<file path="src/rtl/cpu_pkg.sv">
// ============================================================================
// Package : cpu_pkg
// Purpose : Opcode constants shared by call_fsm, ret_fsm and decode. Also
//           holds the return-sequencer state type ret_state_t.
// Config  : RTI_FLAGS_EN adds POP_FLAGS_OP and the ST_POP_FL state.
// Revision: 1.0 - initial release
// ============================================================================
`default_nettype none

package cpu_pkg;

    localparam logic [15:0] POP_PC_HIGH_OP = 16'b0111000000001001;
    localparam logic [15:0] POP_PC_LOW_OP  = 16'b0111000000001000;
    localparam logic [15:0] NOP_OP         = 16'h0000;
`ifdef RTI_FLAGS_EN
    localparam logic [15:0] POP_FLAGS_OP   = 16'b0111000000001010;
`endif

    typedef enum logic [2:0] {
        ST_IDLE     = 3'd0,
`ifdef RTI_FLAGS_EN
        ST_POP_FL   = 3'd1,
`endif
        ST_POP_HI   = 3'd2,
        ST_POP_LO   = 3'd3,
        ST_WAIT     = 3'd4,
        ST_REDIRECT = 3'd5
    } ret_state_t;

endpackage

`default_nettype wire

</file>
<file path="src/rtl/ret_pc_assembler.sv">
// ============================================================================
// Module  : ret_pc_assembler
// Purpose : Collects the words popped off the stack during a return sequence.
//           A saturating counter steers each accepted word into the flags,
//           hi or lo capture register; done rises once all words are in.
// Ports   : clk, reset (sync, active-low), clear (discard partial words),
//           capture_en (sequencer is in a collection state), mem_valid,
//           mem_rdata[15:0], with_flags (RTI only), hi/lo[15:0],
//           flags[15:0] (RTI only), done.
// Config  : RTI_FLAGS_EN adds the flags capture register and with_flags.
// Revision: 1.0 - initial release
// ============================================================================
`default_nettype none

module ret_pc_assembler
    import cpu_pkg::*;
(
    input  logic        clk,
    input  logic        reset,
    input  logic        clear,
    input  logic        capture_en,
    input  logic        mem_valid,
    input  logic [15:0] mem_rdata,
`ifdef RTI_FLAGS_EN
    input  logic        with_flags,
    output logic [15:0] flags,
`endif
    output logic [15:0] hi,
    output logic [15:0] lo,
    output logic        done
);

    logic [1:0] count;
    logic [1:0] slot;

    // Slot numbering is fixed (0=flags, 1=hi, 2=lo); a plain RET starts at
    // slot 1 so the same decode serves both sequences.
`ifdef RTI_FLAGS_EN
    assign slot = with_flags ? count : count + 2'd1;
    assign done = (count == (with_flags ? 2'd3 : 2'd2));
`else
    assign slot = count + 2'd1;
    assign done = (count == 2'd2);
`endif

    always_ff @(posedge clk) begin
        if (!reset || clear) begin
            count <= 2'd0;
            hi    <= 16'h0000;
            lo    <= 16'h0000;
`ifdef RTI_FLAGS_EN
            flags <= 16'h0000;
`endif
        end else if (capture_en && mem_valid && !done) begin
            count <= count + 2'd1;
            case (slot)
`ifdef RTI_FLAGS_EN
                2'd0:    flags <= mem_rdata;
`endif
                2'd1:    hi    <= mem_rdata;
                2'd2:    lo    <= mem_rdata;
                default: ;
            endcase
        end
    end

endmodule

`default_nettype wire

</file>
<file path="src/rtl/ret_fsm.sv">
// ============================================================================
// Module  : ret_fsm
// Purpose : Return-sequence controller. On RET it stalls fetch, injects
//           POP micro-ops (PC high, then PC low) into decode, waits for the
//           popped words and issues a one-cycle fetch redirect to {hi,lo}.
// Ports   : clk, reset (sync, active-low), ret, rti, mem_valid,
//           mem_rdata[15:0], out[15:0], stall, pc_valid, pc[31:0],
//           flags[15:0] (RTI only).
// Config  : RTI_FLAGS_EN - ret&rti pops a flags word first and restores it
//           on the flags port at redirect. Undefined: rti is ignored.
// Revision: 1.0 - initial release
// ============================================================================
`default_nettype none

module ret_fsm
    import cpu_pkg::*;
(
    input  logic        clk,
    input  logic        reset,
    input  logic        ret,
    input  logic        rti,
    input  logic        mem_valid,
    input  logic [15:0] mem_rdata,
    output logic [15:0] out,
    output logic        stall,
    output logic        pc_valid,
`ifdef RTI_FLAGS_EN
    output logic [15:0] flags,
`endif
    output logic [31:0] pc
);

    ret_state_t  state;
    ret_state_t  next_state;
    logic [15:0] next_out;
    logic        capture_en;
    logic        words_done;
    logic [15:0] word_hi;
    logic [15:0] word_lo;

`ifdef RTI_FLAGS_EN
    logic        rti_mode;
    logic [15:0] word_flags;
`else
    logic        unused_rti;
    assign unused_rti = rti;
`endif

    assign capture_en = (state != ST_IDLE) && (state != ST_REDIRECT);

    ret_pc_assembler u_asm (
        .clk        (clk),
        .reset      (reset),
        .clear      (state == ST_IDLE),
        .capture_en (capture_en),
        .mem_valid  (mem_valid),
        .mem_rdata  (mem_rdata),
`ifdef RTI_FLAGS_EN
        .with_flags (rti_mode),
        .flags      (word_flags),
`endif
        .hi         (word_hi),
        .lo         (word_lo),
        .done       (words_done)
    );

    // Next state; outputs are decoded from next_state so that they can be
    // registered and line up with the state they describe.
    always_comb begin
        next_state = state;
        next_out   = NOP_OP;
        case (state)
            ST_IDLE: begin
                if (ret) begin
`ifdef RTI_FLAGS_EN
                    next_state = rti ? ST_POP_FL : ST_POP_HI;
`else
                    next_state = ST_POP_HI;
`endif
                end
            end
`ifdef RTI_FLAGS_EN
            ST_POP_FL:   next_state = ST_POP_HI;
`endif
            ST_POP_HI:   next_state = ST_POP_LO;
            ST_POP_LO:   next_state = ST_WAIT;
            ST_WAIT:     if (words_done) next_state = ST_REDIRECT;
            ST_REDIRECT: next_state = ST_IDLE;
            default:     next_state = ST_IDLE;
        endcase

        case (next_state)
`ifdef RTI_FLAGS_EN
            ST_POP_FL: next_out = POP_FLAGS_OP;
`endif
            ST_POP_HI: next_out = POP_PC_HIGH_OP;
            ST_POP_LO: next_out = POP_PC_LOW_OP;
            default:   next_out = NOP_OP;
        endcase
    end

    always_ff @(posedge clk) begin
        if (!reset) begin
            state    <= ST_IDLE;
            out      <= NOP_OP;
            stall    <= 1'b0;
            pc_valid <= 1'b0;
            pc       <= 32'h0000_0000;
`ifdef RTI_FLAGS_EN
            rti_mode <= 1'b0;
            flags    <= 16'h0000;
`endif
        end else begin
            state    <= next_state;
            out      <= next_out;
            stall    <= (next_state != ST_IDLE);
            pc_valid <= (next_state == ST_REDIRECT);
            // pc and flags only load on entry to REDIRECT and then hold.
            if (next_state == ST_REDIRECT) begin
                pc    <= {word_hi, word_lo};
`ifdef RTI_FLAGS_EN
                flags <= word_flags;
`endif
            end
`ifdef RTI_FLAGS_EN
            if (state == ST_IDLE && ret) begin
                rti_mode <= rti;
            end
`endif
        end
    end

endmodule

`default_nettype wire

</file>
<file path="config.mk">
export PLATFORM = sky130hd
export DESIGN_NAME = ret_fsm
export DESIGN_NICKNAME = d
export VERILOG_FILES = /design/src/rtl/cpu_pkg.sv /design/src/rtl/ret_pc_assembler.sv /design/src/rtl/ret_fsm.sv
export SDC_FILE = /design/constraint.sdc
export NUM_CORES = 1
export LEC_CHECK = 0
export CORE_ASPECT_RATIO = 1.25
export CORE_MARGIN = 4
export CORE_UTILIZATION = 49
export CTS_CLUSTER_SIZE = 12
export DETAILED_ROUTE_END_ITERATION = 7
export GPL_TIMING_DRIVEN = 0
export PLACE_DENSITY = 0.79
export SETUP_SLACK_MARGIN = 0.3
export SYNTH_ARGS = -nofsm -noshare
export SYNTH_HDL_FRONTEND = slang
export SYNTH_SLANG_ARGS = --single-unit
</file>
<file path="constraint.sdc">
create_clock -name clk -period 2.5 [get_ports clk]
set_input_delay 0.25 -clock clk [delete_from_list [all_inputs] [get_ports clk]]
set_output_delay 0.25 -clock clk [all_outputs]
set_load 0.05 [all_outputs]
</file>
==> results of run 1 <==
## cells by family (layout without fill, tap and decap cells)
| group | count (synthesis) | count (layout) | share of synthesized area |
|---|---|---|---|
| other | 1 | 11 | 0.00126 |
| xor gates and xnor gates | 1 | 1 | 0.00922 |
| muxes | 34 | 34 | 0.114 |
| DFF | 73 | 73 | 0.490 |
| buffers and inverters | 42 | 115 | 0.0859 |
| adders and majority gates | 3 | 3 | 0.0126 |
| and+or+nand+nor | 129 | 129 | 0.181 |
| AOI/OAI and AO/OA | 41 | 41 | 0.106 |
## stage by stage
stage               cell area (µm²)  setup WS (ns)  utilization  power, mW
floorplan                      3020          0.759            -       1.41
global placement               3710          0.547        0.633       1.48
detailed placement             3710          0.471        0.633       1.48
CTS                            3870          0.441        0.660       2.26
global route                   3870          0.310        0.660       2.32
finish                         3870          0.506        0.660       2.25
## Yosys cell counts (3+ instances only)
cell,instances,area [µm²]
a21boi_0,27,203
clkbuf_1,14,52.6
a21boi_1,5,37.5
inv_1,5,18.8
buf_6,4,45.0
o21a_1,4,30.0
buf_4,14,105
dfxtp_1,73,1460
buf_2,4,20.0
nand2_1,114,428
mux2i_1,34,340
ha_1,3,37.5
## registers in the layout (all words and copies together), names as in the netlist
signal and flops:
u_asm.count 2, u_asm.lo 16, stall 1, pc 32, state 3, out 2, pc_valid 1, u_asm.hi 16
## metal layers
layer / GRT usage / wire (µm) / vias up
li1: - / - / 1175
met1: 0.200 / 2650 / 1076
met2: 0.331 / 3290 / 54
met3: 0.0491 / 331 / 13
met4: 0.0890 / 141 / 0
met5: 0 / 0 / -
## power groups by stage
stage               logic, mW  registers (mW)  clock network [mW]
finish                  0.270            1.19               0.790
global route            0.287            1.19               0.843
CTS                     0.270            1.19               0.802
detailed placement      0.268            1.21                   0
global placement        0.266            1.21                   0
floorplan               0.179            1.23                   0
## path summary, 6_finish.rpt
kind / start / end / slack, ns / depth (start not counted)
min: pc[30] / pc[30] / 0.45 / 2
max: u_asm.count[0] / u_asm.lo[11] / 0.51 / 6
min reg2reg: pc[30] / pc[30] / 0.45 / 2
max reg2reg: u_asm.count[0] / u_asm.lo[11] / 0.51 / 6
## worst min-delay path, delay by kind of cell, from the launching register on
family	cells	cell delay (ns)
DFF	1	0.31
AOI/OAI and AO/OA	1	0.05
and+or+nand+nor	1	0.05
## repair_timing
action,CTS,global route
endpoints found under the hold margin,0,0
endpoints found under the setup margin,0,4
resized for setup,0,0
## final cells by class
type | count | area, µm² | share of cell area
Buffer | 37 | 238 | 0.0615
Clock buffer | 11 | 141 | 0.0366
Clock inverter | 4 | 20.0 | 0.00518
Inverter | 5 | 18.8 | 0.00485
Multi-Input combinational cell | 219 | 1310 | 0.337
Sequential cell | 73 | 1460 | 0.378
Tap cell | 82 | 103 | 0.0265
Timing Repair Buffer | 58 | 581 | 0.150
==> metrics.txt, run 1 <==
status=finished, final reports clean; Post-synth EDFFs=0; Net Sw Frac=0.260; async set-reset flop share out of synthesis=0; Tcrit/Tclk final=0.798; max incr delay on CP=0.50 ns; cell family with most CP delay=compound AO/OA/AOI/OAI gates; Die X=77.8 µm; largest net degree at the start of global routing=12; peak supply drop=0.376 mV; Slew headroom=0.634; global-route wire length before repair=10600 µm; Pins Over Slew Limit=0; Inst Count DP=474; Sequential Power Share=0.529; Hold Path Class=reg2reg; Gate power share=0.120; crit-path cells=inv_1, ha_1, nand2b_1, a211oi_4, buf_8, mux2i_1; Placer Congestion=0.823; commonest non-fill, non-tap cell in the layout=nand2_1; Synth Register Bits=73; clock-pin slew of the registers on the worst-case setup and hold paths=0.07 ns; Die Y=95.3 µm; Syn Inst Count=324; critical path fanouts, max=10; Remaining Overflow, GRT=0; H-tree depth=3; post-synthesis cell area=0.00299 mm²; clock network fraction of design power=0.351; 1st-iter DRT viols=82; final WL=6410 µm; Die ar.=0.00741 mm²; CTS tree=built; Final min period=1.99 ns; CP Capture Type=register; Hold Vio Cnt, Final=0; vias after detailed routing=2318; number of global-route vias before repair=2295; most frequent cells in the layout=nand2_1 (114), dfxtp_1 (73), clkdlybuf4s50_1 (58); IO buf count=58; Via density=4.74; CP startpoint kind=register; Post-route DRC=0; CP Data Required Time=2.78 ns; first-pass detailed-route iteration total=4; type of the worst setup path=reg2reg; WL per Instance=13.1 µm; Pwr Density=581 mW/mm²; FP Rows=31; Final Non-Filler Cells=489; CTS buffer count=9; Tot GR Track Use=0.184; # fillers=496; Setup Skew=0.00361 ns; Ant. Diodes=0; # hold bufs at CTS=0; Arrival @ worst endpoint=2.27 ns; Worst Tran Pin Value=0.547 ns; initial antenna violation count=0; Layout Nets=427; Max Cap Viol=0; HPWL after DPL=4670 µm; setup TNS=0 ns; CTS root buf=clkbuf_8; Final Setup Violations=0; Hold Worst Slack=0.453 ns; core area=0.00586 mm²; share of layout cells above drive strength 1=0.0983; Final ANT Viol Nets=0; Int Pwr=1.66 mW; unrepaired setup endpoints after global routing=false; postcts setup bufs=0; Clock Tree Buf Depth=2; Mapped Avg Cell Area=9.21 µm²; # clock sinks=73; Sw Pwr=0.584 mW; register area share after synthesis=0.490; most common flop cell mapped by yosys=dfxtp_1; Cell variety after synth=31; num ports=71; initial core utilization=0.510; yosys warns=0; area delta synth->final=29.5%; maximum clock frequency=0.502 GHz; Worst-Skew Late Latency=0.35 ns; Lkg Pwr=1.46 nW; CP bufs+invs=2; slowest CP cell=a211oi_4
Note: power is estimated with default switching activity, not from simulation.
==> inputs of run 2 (changes only) <==
- clock period: 2.5 -> 1.9 ns (I/O delays scaled with it)
==> run 2 against run 1 <==
- critical path depth rose by 1
- die area stayed put
- worst hold slack worse by 0.012 ns
- first-iteration DRC count grew 16%
- total power increased by 47%
- sequential share of layout area decreased by 1.3 points
- clock-buffer cell count up 1
- largest cell class unchanged
==> metrics.txt, run 2 (synthesis gave the netlist of run 1 again) <==
IO buf count=58 (unchanged); setup TNS=0 ns (unchanged); 1st-iter DRT viols=95 (+16%); Inst Count DP=474 (unchanged); Post-route DRC=0 (unchanged); Hold Vio Cnt, Final=0 (unchanged); core area=0.00586 mm² (unchanged); Top cell by count, worst path=buf_6; Net Sw Frac=0.239 (-0.0210); global-route wire length before repair=10900 µm (+2.9%); Pwr Density=823 mW/mm² (+42%); share of layout cells above drive strength 1=0.147 (+0.0491); CP Capture Type=register; Final Non-Filler Cells=496 (+1.4%); Top Registers=pc x32, u_asm.hi x16, u_asm.lo x16; area delta synth->final=34.6%; maximum clock frequency=0.643 GHz (+28%); Die Y=95.3 µm (unchanged); clock-pin slew of the registers on the worst-case setup and hold paths=0.07 ns (about the same); commonest non-fill, non-tap cell in the layout=nand2_1; num ports=71 (unchanged); clock network fraction of design power=0.417 (+0.066); Largest Register=pc; dpl ws=-0.0329 ns (-0.503 ns); first-pass detailed-route iteration total=4 (unchanged); Via density=4.74 (about the same); Die ar.=0.00741 mm² (unchanged); Ant. Diodes=0 (unchanged); Largest register FFs=32 (unchanged); peak supply drop=0.559 mV (+48%); Hold Worst Slack=0.441 ns (-0.0124 ns); vias after detailed routing=2353 (+1.5%); total power=3.31 mW (+47%); Slew headroom=0.663 (+0.0287); CTS tree=built; fin util=0.686 (+0.0256); Worst-Skew Late Latency=0.34 ns (about the same); placed inst area=0.00372 mm² (+0.27%); Worst Tran Pin Value=0.508 ns (-0.0393 ns); Reg area=0.00146 mm² (+0.17%); final WL=6620 µm (+3.2%); max incr delay on CP=0.33 ns (-0.17 ns); type of the worst setup path=reg2reg; Final min period=1.56 ns (-0.438 ns); Multi-input gate area=0.00133 mm² (+1.8%); Setup Skew=0.00606 ns (+0.00246 ns); CTS buffer count=9 (unchanged); Lkg Pwr=1.74 nW (+19%); FP Rows=31 (unchanged); design area=0.00402 mm² (+3.9%); # hold bufs at CTS=0 (unchanged); final worst slack=0.345 ns (-0.162 ns); Sw Pwr=0.790 mW (+35%); Tot GR Track Use=0.191 (+0.00709); unrepaired setup endpoints after global routing=false; Pins Over Slew Limit=0 (unchanged); Final Setup Violations=0 (unchanged); initial core utilization=0.510 (unchanged); Int Pwr=2.52 mW (+51%); Gate power share=0.110 (-0.010); Final ANT Viol Nets=0 (unchanged); H-tree depth=3 (unchanged); Die X=77.8 µm (unchanged); # fillers=489 (-1.4%); critical path fanouts, max=10 (unchanged); CTS root buf=clkbuf_8; Remaining Overflow, GRT=0 (unchanged); largest net degree at the start of global routing=13 (+1); Sequential Power Share=0.473 (-0.056); CP Data Required Time=2.13 ns (-0.65 ns); Hold Path Class=in2reg; most frequent cells in the layout=nand2_1 (114), dfxtp_1 (71), dlygate4sd2_1 (37); CP startpoint kind=register; HPWL after DPL=4630 µm (-0.87%); # clock sinks=73 (unchanged); Layout Nets=433 (+1.4%); status=finished, final reports clean; initial antenna violation count=0 (unchanged); slowest CP cell=dfxtp_2; crit-path cells=inv_1, ha_4, nand2b_4, a211o_1, buf_6, buf_6, mux2i_1; number of global-route vias before repair=2324 (+1.3%); Max Cap Viol=0 (unchanged); Arrival @ worst endpoint=1.78 ns (-0.49 ns); Tcrit/Tclk final=0.819 (+0.0212); WL per Instance=13.3 µm (+1.7%); Clock Tree Buf Depth=2 (unchanged); Placer Congestion=0.763 (-7.2%)
run 2: cell count changes in the layout (fill, tap and decap cells not counted), sizes merged:
| cell | delta |
|---|---|
| clkdlybuf4s50 | -39 |
| dlygate4sd2 | +37 |
| buf | +6 |
| clkinv | -3 |
| bufinv | +2 |
| clkdlybuf4s15 | +2 |
| bufbuf | +1 |
| inv | +1 |
run 2: critical path, delay by kind of cell (launching register included):
kind | cells | cell delay (ns)
buffers and inverters | 3 | 0.37
DFF | 1 | 0.33
AOI/OAI and AO/OA | 1 | 0.28
adders and majority gates | 1 | 0.18
and+or+nand+nor | 1 | 0.16
muxes | 1 | 0.12
run 2: worst paths after layout:
path	slack, ns	cells after the start	startpoint	endpoint
setup / recovery	0.34	7	u_asm.count[0]	u_asm.hi[5]
hold / removal	0.44	3	mem_rdata[12]	u_asm.lo[12]
setup reg to reg	0.34	7	u_asm.count[0]	u_asm.hi[5]
hold reg to reg	0.46	2	pc[30]	pc[30]
run 2: cell type report:
type                    count  share of cell area
plain buffers              37              0.0673
clock buffers              12              0.0386
clock inverters             4              0.0184
inverters                   5             0.00467
multi-input cells         219               0.331
flip-flops and latches     73               0.364
well taps                  82              0.0255
repair buffers             64               0.150
run 2: power by group through the flow:
stage / clock (mW) / combinational (mW) / sequential, mW
2_1_floorplan: 0 / 0.237 / 1.61
3_3_place_gp: 0 / 0.351 / 1.60
3_5_place_dp: 0 / 0.354 / 1.60
4_1_cts: 1.40 / 0.356 / 1.56
5_1_grt: 1.47 / 0.387 / 1.57
6_report: 1.38 / 0.363 / 1.56
run 2: what timing repair did:
action | CTS | global route
setup endpoints to repair | 102 | 63
buffers inserted | 3 | 2
pin swaps | 1 | 1
cloned | 1 | 0
gates resized for setup | 46 | 24
run 2: per-layer routing:
metal / GRT usage / share of wire
met1: 0.206 / 0.41
met5: 0 / 0
met2: 0.343 / 0.52
met3: 0.0652 / 0.052
met4: 0.0757 / 0.015
